## src/rtl/alu_mc.sv

```systemverilog
// Multi-cycle EX-stage ALU: registered single-cycle RV base ops plus iterative
// shift-add multiply and restoring divide for the M extension, valid/ready on both sides.
`timescale 1ns/1ps
module alu_mc #(
  parameter int XLEN = 32
) (
  input  logic            clk,
  input  logic            rst_n,
  input  logic            flush,
  input  logic            in_valid,
  output logic            in_ready,
  input  logic [3:0]      ctr,
  input  logic            mext,
  input  logic [XLEN-1:0] op_a,
  input  logic [XLEN-1:0] op_b,
  output logic            out_valid,
  input  logic            out_ready,
  output logic [XLEN-1:0] result,
  output logic            busy
);
  localparam int SHW = $clog2(XLEN);
  localparam logic [SHW-1:0] LAST = SHW'(XLEN - 1);

  typedef enum logic [1:0] {S_IDLE, S_CALC, S_DONE} state_e;

  state_e            state_q, state_d;
  logic [XLEN-1:0]   a_q, a_d, b_q, b_d;
  logic [XLEN-1:0]   mcand_q, mcand_d, result_q, result_d;
  logic [2:0]        fn_q, fn_d;
  logic [2*XLEN-1:0] acc_q, acc_d;
  logic [SHW-1:0]    cnt_q, cnt_d;

  // {a_neg, b_neg}: which operands are treated as negative for this M funct3.
  function automatic logic [1:0] neg_flags(input logic [2:0] fn, input logic [XLEN-1:0] a,
                                           input logic [XLEN-1:0] b);
    logic a_sgn, b_sgn;
    if (fn[2]) begin
      a_sgn = ~fn[0];
      b_sgn = ~fn[0];
    end else begin
      a_sgn = (fn == 3'b001) || (fn == 3'b010);
      b_sgn = (fn == 3'b001);
    end
    return {a_sgn & a[XLEN-1], b_sgn & b[XLEN-1]};
  endfunction

  function automatic logic [XLEN-1:0] cond_neg(input logic n, input logic [XLEN-1:0] v);
    return n ? -v : v;
  endfunction

  logic            accept;
  logic [SHW-1:0]  shamt;
  logic [XLEN-1:0] base_res;

  assign in_ready  = !flush && ((state_q == S_IDLE) || ((state_q == S_DONE) && out_ready));
  assign accept    = in_valid && in_ready;
  assign out_valid = (state_q == S_DONE);
  assign busy      = (state_q != S_IDLE);
  assign result    = result_q;
  assign shamt     = op_b[SHW-1:0];

  always_comb begin
    base_res = '0;
    case (ctr)
      4'b0000: base_res = op_a + op_b;
      4'b1000: base_res = op_a - op_b;
      4'b0001: base_res = op_a << shamt;
      4'b0010: base_res = {{(XLEN-1){1'b0}}, $signed(op_a) < $signed(op_b)};
      4'b0011: base_res = {{(XLEN-1){1'b0}}, op_a < op_b};
      4'b0100: base_res = op_a ^ op_b;
      4'b0101: base_res = op_a >> shamt;
      4'b1101: base_res = $unsigned($signed(op_a) >>> shamt);
      4'b0110: base_res = op_a | op_b;
      4'b0111: base_res = op_a & op_b;
      default: base_res = '0;
    endcase
  end

  // Magnitudes are taken from the request itself so iteration starts on the first CALC edge.
  logic [1:0]      in_neg, q_neg;
  logic [XLEN-1:0] in_mag_a, in_mag_b;
  assign in_neg   = neg_flags(ctr[2:0], op_a, op_b);
  assign in_mag_a = cond_neg(in_neg[1], op_a);
  assign in_mag_b = cond_neg(in_neg[0], op_b);
  assign q_neg    = neg_flags(fn_q, a_q, b_q);

  logic [XLEN:0]     mul_sum, div_sh;
  logic [XLEN-1:0]   div_rem, quot, rem;
  logic              div_ge;
  logic [2*XLEN-1:0] step, prod_s;
  logic [XLEN-1:0]   final_res;

  always_comb begin
    mul_sum = {1'b0, acc_q[2*XLEN-1:XLEN]} + (acc_q[0] ? {1'b0, mcand_q} : '0);
    div_sh  = {acc_q[2*XLEN-1:XLEN], acc_q[XLEN-1]};
    div_ge  = (div_sh >= {1'b0, mcand_q});
    div_rem = div_sh[XLEN-1:0] - mcand_q;
    if (fn_q[2])
      step = div_ge ? {div_rem, acc_q[XLEN-2:0], 1'b1} : {div_sh[XLEN-1:0], acc_q[XLEN-2:0], 1'b0};
    else
      step = {mul_sum, acc_q[XLEN-1:1]};
    prod_s = (q_neg[1] ^ q_neg[0]) ? -step : step;
    quot   = step[XLEN-1:0];
    rem    = step[2*XLEN-1:XLEN];
    case (fn_q)
      3'b000:         final_res = step[XLEN-1:0];
      3'b100, 3'b101: final_res = (b_q == '0) ? '1 : cond_neg(q_neg[1] ^ q_neg[0], quot);
      3'b110, 3'b111: final_res = (b_q == '0) ? a_q : cond_neg(q_neg[1], rem);
      default:        final_res = prod_s[2*XLEN-1:XLEN];
    endcase
  end

  // NOTE: every variable gets its hold value first, so no path leaves one unassigned (no latch).
  always_comb begin
    state_d  = state_q;
    a_d      = a_q;
    b_d      = b_q;
    fn_d     = fn_q;
    acc_d    = acc_q;
    mcand_d  = mcand_q;
    cnt_d    = cnt_q;
    result_d = result_q;
    if (accept) begin
      a_d  = op_a;
      b_d  = op_b;
      fn_d = ctr[2:0];
      if (mext) begin
        state_d = S_CALC;
        cnt_d   = '0;
        acc_d   = ctr[2] ? {{XLEN{1'b0}}, in_mag_a} : {{XLEN{1'b0}}, in_mag_b};
        mcand_d = ctr[2] ? in_mag_b : in_mag_a;
      end else begin
        state_d  = S_DONE;
        result_d = base_res;
      end
    end else begin
      case (state_q)
        S_DONE: if (out_ready) state_d = S_IDLE;
        S_CALC: begin
          acc_d = step;
          cnt_d = cnt_q + SHW'(1);
          if (cnt_q == LAST) begin
            state_d  = S_DONE;
            result_d = final_res;
          end
        end
        default: ;
      endcase
    end
    // A kill abandons the op; the visible result keeps its previous value.
    if (flush) begin
      state_d  = S_IDLE;
      result_d = result_q;
      cnt_d    = '0;
    end
  end

  // NOTE: sequential state uses non-blocking assignments so all registers update together.
  always_ff @(posedge clk) begin
    if (!rst_n) begin
      state_q  <= S_IDLE;
      a_q      <= '0;
      b_q      <= '0;
      fn_q     <= '0;
      acc_q    <= '0;
      mcand_q  <= '0;
      cnt_q    <= '0;
      result_q <= '0;
    end else begin
      state_q  <= state_d;
      a_q      <= a_d;
      b_q      <= b_d;
      fn_q     <= fn_d;
      acc_q    <= acc_d;
      mcand_q  <= mcand_d;
      cnt_q    <= cnt_d;
      result_q <= result_d;
    end
  end
endmodule
```

## config.mk

```make
export PLATFORM = sky130hd
export DESIGN_NAME = alu_mc
export DESIGN_NICKNAME = d
export VERILOG_FILES = /design/src/rtl/alu_mc.sv
export SDC_FILE = /design/constraint.sdc
export NUM_CORES = 1
export LEC_CHECK = 0
export BUFFER_PORTS_ARGS = -buffer_cell sky130_fd_sc_hd__buf_2
export CORE_MARGIN = 2
export CORE_UTILIZATION = 55
export DETAILED_ROUTE_END_ITERATION = 8
export PLACE_DENSITY = 0.72
export REMOVE_ABC_BUFFERS = 1
export SLEW_MARGIN = 10
export SYNTH_ARGS = -nofsm -noshare
export SYNTH_HDL_FRONTEND = slang
export SYNTH_SLANG_ARGS = --single-unit
export TNS_END_PERCENT = 50
```

## constraint.sdc

```tcl
create_clock -name clk -period 17.9 [get_ports clk]
set_clock_uncertainty 0.15 [all_clocks]
set_input_delay 3.58 -clock clk [delete_from_list [all_inputs] [get_ports clk]]
set_output_delay 3.58 -clock clk [all_outputs]
set_load 0.02 [all_outputs]
```

### Word-level counts from Yosys, hierarchy flattened

Index checks and enable logic that the tools add are counted.

* register bits after elaboration: 202
* bits in latches: 0
* bits in writable memories: 0
* ROM bits: 0
* bits of input ports: 74
* output and inout bits: 35
* logic and storage cells: 115
* memories kept: 0

* add/sub/neg operators: 10
* multipliers: 0
* divide/modulo/power cells: 0
* order comparisons: 3
* eq/ne operators: 24
* shift-type cells: 3
* multiplexer cells: 33
* bitwise logic cells: 12
* reduce and logical (&&, ||, !) cells: 22

Operators with widths (count)
* $mux W32: 13
* $mux W64: 6
* $pmux W32 S10: 1
* $neg A32 Y32: 4
* $pmux W32 S3: 1
* $lt A32 B32 Y1: 2
* $neg A64 Y64: 1
* $sub A32 B32 Y32: 2
* $add A32 B32 Y33: 1
* $ge A33 B32 Y1: 1
* $add A32 B32 Y32: 1
* $and A32 B32 Y32: 1
* $logic_not A32 Y1: 1
* $or A32 B32 Y32: 1
* $shl A32 B5 Y32: 1
* $shr A32 B5 Y32: 1
* $sshr A32 B5 Y32: 1
* $xor A32 B32 Y32: 1
* $eq A4 B3 Y1 const B: 4
* $mux W5: 3
* $eq A3 B3 Y1 const B: 4
* $eq A4 B2 Y1 const B: 2
* $eq A4 B4 Y1 const B: 2
* $mux W2: 4
* other kinds (27): 48

### Logic depth before layout (Yosys ltp)

* word-level depth: 11
* mapped depth: 25
* depth with buffers taken out: 22

### Worst setup path before layout

Ideal clock, no wire load.

* path kind: in2out
* start: input out_ready
* end: output in_ready
* arrival: 4293 ps
* required time: 14170 ps
* path slack: 9877 ps
* cell stages on the path: 2
* cell sequence: inv_1 -> a211oi_1

* longest elaborated chain between the ends: 3

RTL lines
* from (decl): RTL line 17 `input logic out_ready,`
* $logic_and A1 B1 Y1: RTL line 55 `assign in_ready = !flush && ((state_q == S_IDLE) || ((state_q == S_DONE) && out_ready));`
* $logic_or A1 B1 Y1: RTL line 55
* $logic_and A1 B1 Y1: RTL line 55
* to (decl): RTL line 11 `output logic in_ready,`

Every way passes these cells.

### Worst setup path in the final report

* start: input op_b[1]
* end: register result_q[29], in the netlist result[29]

* longest elaborated chain between the ends: 4
* elaborated cells on any way between the ends: 8
* those cells by class: add/sub (2); shift (3); mux (3)

RTL lines
* from (decl): RTL line 15 `input logic [XLEN-1:0] op_b,`
* $sub A32 B32 Y32, or another cell as far along: RTL line 66 `4'b1000: base_res = op_a - op_b;`
* $pmux W32 S10 *: RTL line 64 `case (ctr)`
* $mux W32 *: RTL line 127 `if (mext) begin`
* $mux W32 *: RTL line 123 `if (accept) begin`
* to (signal assigned): RTL line 177 `result_q <= result_d;`
* to (decl): RTL line 28 `logic [XLEN-1:0] mcand_q, mcand_d, result_q, result_d;`

Every way passes the cells marked *; elsewhere a longest branch is shown, timed or not. The select of a mux whose other input is x is not followed.
A chain may end at the register's enable or synchronous reset.

==> summary.md <==
| Metric | Value |
|---|---|
| Via count | 30014 |
| Primary FF master, synth | dfxtp_1 |
| Yosys warns | 0 |
| Post-synthesis adder-cell area fraction | 8.34% |
| Post-detailed-route wirelength per cell | 25.8 um |
| Clk slew on worst S/H paths | 0.07 ns |
| Crit path kind | primary input to flop |
| CP Capture Type | flop |
| Met3 Usage GRT | 9.55% |
| Most used routing layer | met2 |
| Synth Area in Compound Gates | 32.9% |
| Worst endpoint required time | 18.23 ns |
| Post-synthesis mux area share | 7.74% |
| Final Max Slew Viols | 0 |
| Total clock sinks | 202 |
| Top cells by count, synth | nand2_1 (438), nor2_1 (418), a21oi_1 (416), o21ai_0 (292), clkbuf_1 (219) |
| Routing usage on met2 | 65.9% |
| Seq cells post-synth | 202 |
| Synth top area share | 15.6% |
| Initial core utilization | 55.7% |
| Peak supply drop | 0.0699 mV |
| Area after DPL | 26600 um^2 |
| Synth-to-Final Area Change | 6.43% |
| Buffers on Ports | 108 |
| H-tree depth | 1 |
| Crit Path Max Fanout | 66 |
| Largest area contributor in the netlist | dfxtp_1 |
| Core ar. | 46500 um^2 |
| Postcts setup bufs | 0 |
| GR Overflow Total | 0 |
| First-pass GRT wire length | 166000 um |
| Nets | 3921 |
| P per Cell Area | 66.4 nW/um^2 |
| Seq/Total Area, Yosys | 15.6% |
| GP Congestion | 1.08 |
| Area contributors post-synth | dfxtp_1 (16%), a21oi_1 (8.0%), ha_1 (8.0%), nand2_1 (6.4%), nor2_1 (6.1%) |
| Antenna-violating nets left | 0 |
| Share of layout cells above drive strength 1 | 9.00% |
| Die Span Y | 221 um |
| MaxCap Viol Count | 0 |
| Die ar. | 48800 um^2 |
| Avg Vias per Cell | 6.97 |
| DR iter-0 viols | 3981 |
| Vias in the first global route | 26781 |
| RSZ-0062 raised after global routing | no |
| Dpl hpwl | 82900 um |
| Number of synthesized flops with an enable pin | 0 |
| Run status | finished, final reports clean |
| Clock latency on the worst-skew pair | 0.59 ns |
| Post-layout min period | 8.58 ns |
| Count of final setup violators | 0 |
| Post-Synthesis Cell Area | 25900 um^2 |
| Simple-gate share of the synthesized area | 21.9% |
| Syn Inst Count | 3773 |
| Period utilization | 47.9% |
| Root buffer cell | clkbuf_16 |
| Final WL | 111000 um |
| CTS tree | built |
| DRC | 0 |
| FMAX | 117 MHz |
| Final Hold Viols | 0 |
| Initial antenna violation count | 5 |
| Inserted Clock Buffers | 27 |
| Pin count of the biggest net entering global routing | 120 |
| Final Cell Area | 27500 um^2 |
| TNS Setup | 0 ns |
| # IOs | 109 |
| Async SR Flop Fraction | 0% |
| Post-CTS sizing | 0 |
| Gr usage total | 43.2% |
| Fill cells | 4648 |
| Row Count | 79 |
| Rel. slew slack | 18.5% |
| CP Launch Type | primary input |
| Worst-margin pin slew | 1.22 ns |
| # hold bufs at CTS | 0 |
| Final std cells w/o fill | 4307 |
| Synth Area in XOR/XNOR | 6.87% |
| Post-synth cell types | 98 |
| First-pass DRT Iterations | 6 |
| Die W | 221 um |
| Main combinational cell family by area after synthesis | compound AO/OA/AOI/OAI gates |
| M1 GR Usage | 57.1% |
| CTS max path bufs | 3 |
| Crit path DAT | 8.91 ns |
| Most common cell in the synthesized netlist | nand2_1 |
| Worst min path class | flop to flop |
| Synthesized area per cell | 6.86 um^2 |
| LEAKAGE | 11.0 nW |
| Placed cell count | 4255 |
==> worst max-delay path: stages <==
cell and delay [ns]:
buf_4 0.31, buf_4 0.68, inv_1 0.51, ha_1 0.47
o21ba_2 0.14, or4_1 0.15, nand3b_1 0.12, a2111oi_1 0.40
buf_4 0.22, o22a_1 0.20, o21ai_0 0.15, a2111oi_0 0.79
o31ai_1 0.16, a21oi_1 0.28, o21ai_0 0.15, xnor2_1 0.19
o22ai_1 0.09, o221a_2 0.26
==> final timing paths <==
check | startpoint | to | slack, ns | depth (start not counted)
max reg2reg | acc_q[32] | result[26] | 10.19 | 21
min | mcand_q[14] | mcand_q[14] | 0.30 | 2
max | op_b[1] | result[29] | 9.32 | 18
min reg2reg | mcand_q[14] | mcand_q[14] | 0.30 | 2
==> power breakdown <==
| part | switching (mW) | internal [mW] | total (mW) |
|---|---|---|---|
| clock | 0.238 | 0.358 | 0.596 |
| sequential | 0.0206 | 0.467 | 0.488 |
| combinational | 0.502 | 0.240 | 0.743 |
| total | 0.761 | 1.07 | 1.83 |
==> flip-flops by register name, indices dropped and copies added (netlist names) <==
name	cells
a_q	32
acc_q	64
b_q	32
cnt_q	5
fn_q	3
mcand_q	32
result	32
state_q	2
==> cells in the final DEF, fill, tap and decap left out, types with 13 or more instances in the layout <==
cell type / netlist / final
mux4_2: 34 / 34
nand2_1: 438 / 436
a311oi_1: 14 / 14
dfxtp_1: 202 / 201
nor2_1: 418 / 414
mux2i_1: 101 / 101
xnor2_1: 156 / 156
o21ai_0: 292 / 291
clkbuf_16: 0 / 27
nor3_1: 97 / 96
o21a_1: 23 / 23
and3_1: 24 / 24
or3_1: 31 / 31
or2_2: 14 / 14
xor2_1: 47 / 47
o31ai_1: 35 / 34
o41ai_1: 13 / 13
ha_1: 166 / 166
buf_4: 1 / 55
a211oi_1: 63 / 63
o21bai_1: 16 / 16
a21o_1: 52 / 52
nand3_1: 65 / 65
a22oi_1: 56 / 56
buf_2: 22 / 106
and2_1: 17 / 16
nand4_1: 29 / 29
a31oi_1: 68 / 67
nand2b_1: 24 / 24
a41oi_1: 15 / 15
nor4_1: 28 / 26
o22ai_1: 20 / 20
a21oi_1: 416 / 416
a221oi_1: 38 / 38
o211ai_1: 79 / 79
nor2b_1: 21 / 20
o2111ai_1: 16 / 16
mux2_2: 20 / 20
inv_1: 160 / 159
==> metal layers <==
| layer | vias to the layer above | part of all wire [%] |
|---|---|---|
| met5 | - | 0.035 |
| met4 | 6 | 6.5 |
| met3 | 410 | 12 |
| met2 | 2062 | 43 |
| met1 | 13981 | 39 |
| li1 | 13555 | - |
==> through the flow <==
step / hold slack [ns] / worst slack, ns / total power, mW / util, %
3_3_place_gp: 0.289 / 9.09 / 1.20 / 57.2
4_1_cts: 0.303 / 9.61 / 1.79 / 59.3
2_1_floorplan: 0.282 / 8.69 / 0.945 / -
3_5_place_dp: 0.296 / 9.04 / 1.20 / 57.2
6_report: 0.301 / 9.32 / 1.83 / 59.3
5_1_grt: 0.317 / 9.10 / 1.89 / 59.3
==> cell families (layout without fill, tap and decap cells) <==
| family | after synthesis | count (layout) |
|---|---|---|
| AND/OR/NAND/NOR | 1255 | 1255 |
| multiplexers | 155 | 155 |
| other | 0 | 2 |
| AO/OA/AOI/OAI | 1338 | 1338 |
| flip-flops | 202 | 202 |
| XOR/XNOR | 203 | 203 |
| adder cells (fa/ha/maj) | 170 | 170 |
| buffers and inverters | 450 | 375 |
==> cell type report <==
cell class	instances	area (um^2)	area share, %
inverter	163	614	2.23
timing repair buffer	162	963	3.50
clock inverter	19	246	0.895
clock buffer	31	711	2.58
antenna	2	5.00	0.0182
multi-input combinational	3121	20200	73.3
sequential	202	4050	14.7
tap	607	759	2.76
(Power assumes the default switching activity.)
